==> config.mk <==
export PLATFORM = sky130hd
export DESIGN_NAME = alu_cmd_responder
export DESIGN_NICKNAME = d
export VERILOG_FILES = /design/src/rtl/alu_pkg.sv /design/src/rtl/alu_mul_iter.sv /design/src/rtl/alu_cmd_responder.sv
export SDC_FILE = /design/constraint.sdc
export NUM_CORES = 1
export LEC_CHECK = 0
export CAP_MARGIN = 10
export CORE_UTILIZATION = 40
export DETAILED_ROUTE_END_ITERATION = 12
export PLACE_DENSITY_LB_ADDON = 0.08
export SLEW_MARGIN = 25
export SYNTH_ARGS = -nofsm -noshare
export SYNTH_HDL_FRONTEND = slang
export SYNTH_HIERARCHICAL = 1
export SYNTH_SLANG_ARGS = --single-unit
==> constraint.sdc <==
create_clock -name clk -period 3 [get_ports clk]
set_clock_uncertainty 0.1 [all_clocks]
set_input_delay 0.45 -clock clk [delete_from_list [all_inputs] [get_ports clk]]
set_output_delay 0.45 -clock clk [all_outputs]
set_load 0.01 [all_outputs]
==> src/rtl/alu_pkg.sv <==
// ---------------------------------------------------------------------------
// alu_pkg
// Shared definitions for the ALU command responder:
//   - data width constants (operand / result)
//   - 5-bit opcode encoding
//   - responder FSM state enum
// ---------------------------------------------------------------------------
package alu_pkg;

    localparam int OPND_W = 32;
    localparam int RES_W  = 64;
    localparam int OP_W   = 5;

    localparam logic [OP_W-1:0] OP_ADD  = 5'b00001;
    localparam logic [OP_W-1:0] OP_SUB  = 5'b00010;
    localparam logic [OP_W-1:0] OP_MUL  = 5'b00011;
    localparam logic [OP_W-1:0] OP_SHL1 = 5'b00100;
    localparam logic [OP_W-1:0] OP_SHR1 = 5'b00101;
    localparam logic [OP_W-1:0] OP_AND  = 5'b00110;
    localparam logic [OP_W-1:0] OP_OR   = 5'b00111;
    localparam logic [OP_W-1:0] OP_INC  = 5'b01000;
    localparam logic [OP_W-1:0] OP_DEC  = 5'b01010;

    typedef enum logic [1:0] {
        IDLE = 2'd0,
        MUL  = 2'd1,
        RESP = 2'd2
    } state_t;

endpackage

==> src/rtl/alu_mul_iter.sv <==
// ---------------------------------------------------------------------------
// alu_mul_iter
// Iterative 32x32 -> 64 shift-add multiplier, one partial product per cycle.
//   clk, rst   clock / asynchronous active-low reset
//   start      load operands, clear accumulator and counter, go busy
//   a, b       unsigned operands (sampled on start)
//   busy       iterating
//   done       last iteration in progress; product is valid this cycle
//   product    accumulator plus the current partial product
// The top level registers product on the edge where done is high, so the
// final (cnt=31) term never needs an extra cycle to land in the accumulator.
// ---------------------------------------------------------------------------
module alu_mul_iter
    import alu_pkg::*;
(
    input  logic              clk,
    input  logic              rst,
    input  logic              start,
    input  logic [OPND_W-1:0] a,
    input  logic [OPND_W-1:0] b,
    output logic              busy,
    output logic              done,
    output logic [RES_W-1:0]  product
);

    logic [RES_W-1:0]  a_q;
    logic [OPND_W-1:0] b_q;
    logic [RES_W-1:0]  acc_q;
    logic [4:0]        cnt_q;
    logic              busy_q;
    logic [RES_W-1:0]  partial;
    logic [RES_W-1:0]  acc_sum;

    assign partial = b_q[cnt_q] ? (a_q << cnt_q) : '0;
    assign acc_sum = acc_q + partial;

    assign busy    = busy_q;
    assign done    = busy_q && (cnt_q == 5'd31);
    assign product = acc_sum;

    always_ff @(posedge clk or negedge rst) begin
        if (!rst) begin
            a_q    <= '0;
            b_q    <= '0;
            acc_q  <= '0;
            cnt_q  <= '0;
            busy_q <= 1'b0;
        end else if (start) begin
            a_q    <= {{(RES_W-OPND_W){1'b0}}, a};
            b_q    <= b;
            acc_q  <= '0;
            cnt_q  <= '0;
            busy_q <= 1'b1;
        end else if (busy_q) begin
            acc_q <= acc_sum;
            cnt_q <= cnt_q + 5'd1;
            if (cnt_q == 5'd31) begin
                busy_q <= 1'b0;
            end
        end
    end

endmodule

==> src/rtl/alu_cmd_responder.sv <==
// ---------------------------------------------------------------------------
// alu_cmd_responder
// Valid/ready front-end serving one ALU command at a time.
//   clk, rst            clock / asynchronous active-low reset
//   en                  acceptance enable (gates req_ready only)
//   req_valid/ready     command handshake
//   req_op, req_a/b     5-bit opcode, 32-bit unsigned operands
//   req_tag             echoed on rsp_tag
//   rsp_valid/ready     response handshake
//   rsp_data            64-bit result (0 on error)
//   rsp_tag, rsp_err    command tag, illegal/disabled opcode flag
// Optional feature macro: ALU_RSP_MUL_EN enables the 32-cycle iterative
// multiply for opcode 00011; without it that opcode is reported illegal.
// ---------------------------------------------------------------------------
module alu_cmd_responder
    import alu_pkg::*;
#(
    parameter int TAG_W = 4
) (
    input  logic              clk,
    input  logic              rst,
    input  logic              en,
    input  logic              req_valid,
    output logic              req_ready,
    input  logic [OP_W-1:0]   req_op,
    input  logic [OPND_W-1:0] req_a,
    input  logic [OPND_W-1:0] req_b,
    input  logic [TAG_W-1:0]  req_tag,
    output logic              rsp_valid,
    input  logic              rsp_ready,
    output logic [RES_W-1:0]  rsp_data,
    output logic [TAG_W-1:0]  rsp_tag,
    output logic              rsp_err
);

    state_t           state_q;
    state_t           state_d;
    logic             accept;
    logic             load_alu;
    logic [RES_W-1:0] a64;
    logic [RES_W-1:0] b64;
    logic [RES_W-1:0] alu_res;
    logic             alu_err;

    // rst is folded in so req_ready reads 0 while reset is held, and follows
    // en from the very first cycle after release.
    assign req_ready = rst && en &&
                       ((state_q == IDLE) || ((state_q == RESP) && rsp_ready));
    assign accept    = req_valid && req_ready;
    assign rsp_valid = (state_q == RESP);

    assign a64 = {{(RES_W-OPND_W){1'b0}}, req_a};
    assign b64 = {{(RES_W-OPND_W){1'b0}}, req_b};

    // Single-cycle result mux, evaluated straight off the request bus.
    always_comb begin
        alu_res = '0;
        alu_err = 1'b0;
        case (req_op)
            OP_ADD:  alu_res = a64 + b64;
            OP_SUB:  alu_res = a64 - b64;
            OP_SHL1: alu_res = a64 << 1;
            OP_SHR1: alu_res = a64 >> 1;
            OP_AND:  alu_res = a64 & b64;
            OP_OR:   alu_res = a64 | b64;
            OP_INC:  alu_res = a64 + 64'd1;
            OP_DEC:  alu_res = a64 - 64'd1;
`ifdef ALU_RSP_MUL_EN
            OP_MUL:  alu_res = '0;   // served by the iterative multiplier
`endif
            default: alu_err = 1'b1;
        endcase
    end

`ifdef ALU_RSP_MUL_EN
    logic             mul_start;
    logic             load_mul;
    logic             mul_busy;
    logic             mul_done;
    logic [RES_W-1:0] mul_product;
    logic [TAG_W-1:0] mul_tag_q;

    alu_mul_iter u_mul (
        .clk     (clk),
        .rst     (rst),
        .start   (mul_start),
        .a       (req_a),
        .b       (req_b),
        .busy    (mul_busy),
        .done    (mul_done),
        .product (mul_product)
    );

    // Tag of the in-flight multiply, held until the result is registered.
    always_ff @(posedge clk or negedge rst) begin
        if (!rst) begin
            mul_tag_q <= '0;
        end else if (mul_start) begin
            mul_tag_q <= req_tag;
        end
    end
`endif

    // Next-state logic
    always_comb begin
        state_d  = state_q;
        load_alu = 1'b0;
`ifdef ALU_RSP_MUL_EN
        mul_start = 1'b0;
        load_mul  = 1'b0;
`endif
        case (state_q)
            IDLE, RESP: begin
                if ((state_q == RESP) && rsp_ready) begin
                    state_d = IDLE;
                end
                // A command taken on the response handshake edge overrides
                // the return to IDLE (back-to-back throughput).
                if (accept) begin
                    state_d  = RESP;
                    load_alu = 1'b1;
`ifdef ALU_RSP_MUL_EN
                    if (req_op == OP_MUL) begin
                        state_d   = MUL;
                        load_alu  = 1'b0;
                        mul_start = 1'b1;
                    end
`endif
                end
            end
`ifdef ALU_RSP_MUL_EN
            MUL: begin
                if (mul_done) begin
                    state_d  = RESP;
                    load_mul = 1'b1;
                end else if (!mul_busy) begin
                    // Multiplier lost its job without finishing: drop it
                    // rather than hang waiting for a done that never comes.
                    state_d = IDLE;
                end
            end
`endif
            default: state_d = IDLE;
        endcase
    end

    // State and response registers; rsp_* only move on entry to RESP.
    always_ff @(posedge clk or negedge rst) begin
        if (!rst) begin
            state_q  <= IDLE;
            rsp_data <= '0;
            rsp_tag  <= '0;
            rsp_err  <= 1'b0;
        end else begin
            state_q <= state_d;
            if (load_alu) begin
                rsp_data <= alu_err ? '0 : alu_res;
                rsp_tag  <= req_tag;
                rsp_err  <= alu_err;
            end
`ifdef ALU_RSP_MUL_EN
            else if (load_mul) begin
                rsp_data <= mul_product;
                rsp_tag  <= mul_tag_q;
                rsp_err  <= 1'b0;
            end
`endif
        end
    end

endmodule

==> impl_metrics.json <==
{
  "status": "finished with violations",
  "violations": "setup timing",
  "cp_data_arrival_time_ps": 3440,
  "synth_compound_area_frac": 0.310,
  "max-slew-margin-rel": 0.344,
  "cp_cell_sequence": "buf_12 -> inv_12 -> ha_4 -> inv_2 -> fa_2 -> nand2b_4 -> a2111oi_4 -> o221ai_2 -> a211o_1 -> a211oi_4 -> a21oi_4 -> o221a_4 -> buf_4 -> buf_6 -> xor2_1 -> a21oi_1 -> a21oi_1",
  "path_buf_inv": 5,
  "chipWidth_um": 145,
  "worst_r2r_path_depth": 8,
  "cts_tree": "done",
  "ys_seq_area_frac": 0.122,
  "drive_above_1_share": 0.367,
  "worstPathRequired_ps": 3090,
  "cts.sink_count": 40,
  "route.met3.wl_um": 2500,
  "hold_path.class": "in2async",
  "htree_levels": 2,
  "placement.io_buffers": 148,
  "slowest_delay_ps": 440,
  "rows": 51,
  "area_growth_pct": 68.2,
  "drt-total-wl_um": 35300,
  "critPathTopFamily": "compound AO/OA/AOI/OAI gates",
  "synth_area_per_cell_um2": 7.37,
  "start_util": 0.414,
  "path_clk_slew_ps": 70,
  "grt_pass1_wl_um": 54100,
  "grt_pass1_vias": 10000,
  "io_pins": 149,
  "ys_warn_count": 6,
  "synthXorXnorAreaFrac": 0.0844,
  "synth-edff-count": 0,
  "rsz0062_at_grt": "yes",
  "route.met2.wl_um": 16300,
  "die_y_um": 145,
  "ys_ff_latch": 40,
  "crit_fanout": 3,
  "vias": 10300,
  "setup_viol": 16,
  "synth_flop_cell": "dfrtp_1",
  "final_cells": 1821,
  "synth_top_family_by_area": "compound AO/OA/AOI/OAI gates",
  "syn-num-nets": 1321,
  "gp_congestion": 1.00,
  "cp-start-kind": "primary input",
  "r2r_start": "state_q[1]$_DFFE_PN0P_",
  "path_common_cell": "a21oi_1",
  "cts_buffers": 5,
  "nFillCells": 1675,
  "final_max_slew_viol_count": 0,
  "clockRootBuffer": "clkbuf_16",
  "crit_path_end_kind": "flip-flop",
  "p_leak_nw": 6.19,
  "post-route-period-util": 1.12,
  "power_mw": 3.37,
  "crit_path_top_delay_cell": "a2111oi_4",
  "clock.fmax_ghz": 0.299,
  "detail_route.wl_per_cell_um": 19.4,
  "antenna_found_initial": 0,
  "coreArea_um2": 19800,
  "drc": 0,
  "top_layer_used": "met4",
  "ir_worst_vdd_uv": 191,
  "synthAdderAreaFrac": 0.202,
  "hpwl_um": 26400,
  "final_hold_viol_count": 0,
  "synth_cell_type_count": 73,
  "drt_iter0_markers": 883,
  "setup_ws_ps": -345,
  "fin_nets": 1764,
  "reg2reg_to": "rsp_data[21]$_DFFE_PN0P_",
  "syn-cell-area_um2": 8200,
  "syn_inst": 1112,
  "yosys.area_share.simple": 0.173,
  "grt_overflow": 0,
  "die_area_um2": 21100,
  "clkLatencyLatePin_ps": 290,
  "p_per_area_nw_per_um2": 244,
  "grt_max_degree": 41,
  "antenna_left": 0,
  "whs_ps": 178,
  "firstDrtPassIters": 6,
  "cts_max_path_buffers": 2,
  "synth.mux.area_fraction": 0.0116,
  "track_usage": 0.322,
  "cap_viol_max_count": 0,
  "synth-async-reset-ratio": 1.00,
  "r2r_setup_slack_ps": 930,
  "tightestPinTransition_ps": 979,
  "period_needed_ps": 3350,
  "tns_ps": -2840,
  "vias_per_cell": 5.67,
  "drt-met1-wl_um": 15400,
  "n_antenna_cell": 0,
  "critPathKind": "in2reg",
  "setup.worst_path.start": "req_a[0]",
  "place_inst": 1769
}
==> flip-flops by register name, indices dropped and copies added, names as in the netlist <==
| signal | flops |
|---|---|
| rsp_data | 34 |
| rsp_tag | 4 |
| rsp_err | 1 |
| state_q | 1 |
==> per-stage QoR <==
step	setup WS (ps)	cell area [um^2]	utilization
floorplan	-373	8390	-
global placement	-1150	12300	0.621
detailed placement	-1170	12300	0.621
CTS	-312	13200	0.667
global route	-422	13800	0.697
finish	-345	13800	0.697
==> Yosys cell counts, types with 3 or more instances <==
| cell type | instances | share of area |
|---|---|---|
| clkbuf_1 | 47 | 0.022 |
| buf_4 | 30 | 0.027 |
| nor3_1 | 18 | 0.011 |
| o221ai_1 | 14 | 0.015 |
| a31oi_1 | 34 | 0.026 |
| nor4_1 | 14 | 0.011 |
| nand2b_1 | 7 | 0.0053 |
| xor2_1 | 19 | 0.020 |
| a211oi_1 | 6 | 0.0055 |
| nand2_1 | 90 | 0.041 |
| o31a_1 | 3 | 0.0032 |
| a22o_1 | 5 | 0.0053 |
| or4_1 | 8 | 0.0073 |
| o21a_1 | 7 | 0.0064 |
| and2_1 | 5 | 0.0038 |
| nand4_1 | 12 | 0.0092 |
| mux2i_1 | 5 | 0.0061 |
| nor2_1 | 76 | 0.035 |
| a21oi_1 | 94 | 0.057 |
| mux2_2 | 4 | 0.0055 |
| o22ai_1 | 5 | 0.0038 |
| or3_1 | 4 | 0.0031 |
| a22oi_1 | 7 | 0.0064 |
| and3_1 | 6 | 0.0046 |
| o31ai_1 | 4 | 0.0037 |
| a221oi_1 | 36 | 0.038 |
| a21o_1 | 21 | 0.019 |
| dfrtp_1 | 40 | 0.12 |
| xnor2_1 | 60 | 0.064 |
| o31ai_2 | 5 | 0.0076 |
| o21bai_1 | 13 | 0.012 |
| a222oi_1 | 4 | 0.0049 |
| buf_1 | 5 | 0.0023 |
| ha_1 | 129 | 0.20 |
| a21boi_0 | 4 | 0.0037 |
| nand3_1 | 20 | 0.012 |
| nor2b_1 | 16 | 0.012 |
| o211ai_1 | 11 | 0.010 |
| o21ai_0 | 85 | 0.052 |
| inv_1 | 98 | 0.045 |
| nor3b_1 | 3 | 0.0027 |
==> kinds of logic (layout without fill, tap and decap cells) <==
family	Yosys count	in the layout
buf+inv	181	625
simple gates	292	292
compound gates	380	380
flops	40	40
xor+xnor	79	79
mux	9	9
fa+ha+maj	131	131
==> report_power, final <==
group / leakage, nW / internal [mW] / switching, mW
Combinational: 5.57 / 1.11 / 1.08
Clock: 0.0766 / 0.330 / 0.263
Sequential: 0.543 / 0.568 / 0.0169
==> final cells by class <==
class	instances	area, um^2	share of cell area
Clock inverter	2	10.0	0.000726
Inverter	98	380	0.0276
Sequential cell	40	1000	0.0726
Multi-Input combinational cell	891	7460	0.541
Tap cell	265	332	0.0240
Clock buffer	6	139	0.0101
Timing Repair Buffer	519	4470	0.324
==> timing repair <==
action / 4_1_cts / 5_1_grt
setup buffers: 35 / 15
setup endpoints to repair: 32 / 26
pin swaps: 97 / 66
gates cloned: 1 / 0
hold buffers: 0 / 0
gates resized for setup: 182 / 108
==> worst reg2reg max path: stages (launching register included) <==
cell and delay, ps:
dfrtp_1 370, nand2b_1 90, and3_1 190, nand2_2 230, or3_1 490, nor2_1 180, buf_4 170, nand2_1 90
o211ai_1 90
==> layout by cell type (no fill, tap or decap), types with 9 or more instances in the layout <==
cell type / netlist / layout
o21ai_2: 0 / 12
nor4_1: 14 / 10
nor2_1: 76 / 66
dfrtp_1: 40 / 40
nand2_1: 90 / 87
inv_1: 98 / 78
nand4_1: 12 / 12
o211ai_1: 11 / 11
o221ai_1: 14 / 9
dlygate4sd2_1: 0 / 16
xor2_1: 19 / 16
inv_2: 0 / 19
o21ai_1: 1 / 15
buf_12: 0 / 10
nor3_1: 18 / 11
ha_4: 0 / 22
ha_1: 129 / 103
buf_6: 0 / 29
a21oi_2: 1 / 16
clkdlybuf4s50_1: 0 / 117
nand3_1: 20 / 19
buf_4: 30 / 333
a221oi_1: 36 / 30
o21bai_1: 13 / 11
xnor2_1: 60 / 51
o21ai_0: 85 / 58
a31oi_1: 34 / 27
nor2b_1: 16 / 14
a21oi_1: 94 / 74
a21o_1: 21 / 21
==> layer usage <==
metal | global-route usage | vias up
met5 | 0 | -
met4 | 0.105 | 0
met3 | 0.0434 | 86
met2 | 0.526 | 465
met1 | 0.435 | 4880
li1 | - | 4887
==> worst max-delay path by stage <==
stage                                           to  slack (ps)  cells after the start
final                     rsp_data[28]$_DFFE_PN0P_        -350                     17
after global routing      rsp_data[32]$_DFFE_PN0P_        -420                     15
after CTS                 rsp_data[32]$_DFFE_PN0P_        -310                     16
after detailed placement  rsp_data[32]$_DFFE_PN0P_       -1170                     16
after global placement    rsp_data[32]$_DFFE_PN0P_       -1150                     16
after floorplan           rsp_data[20]$_DFFE_PN0P_        -370                     16
No activity file was read; power rests on OpenSTA's default activity.
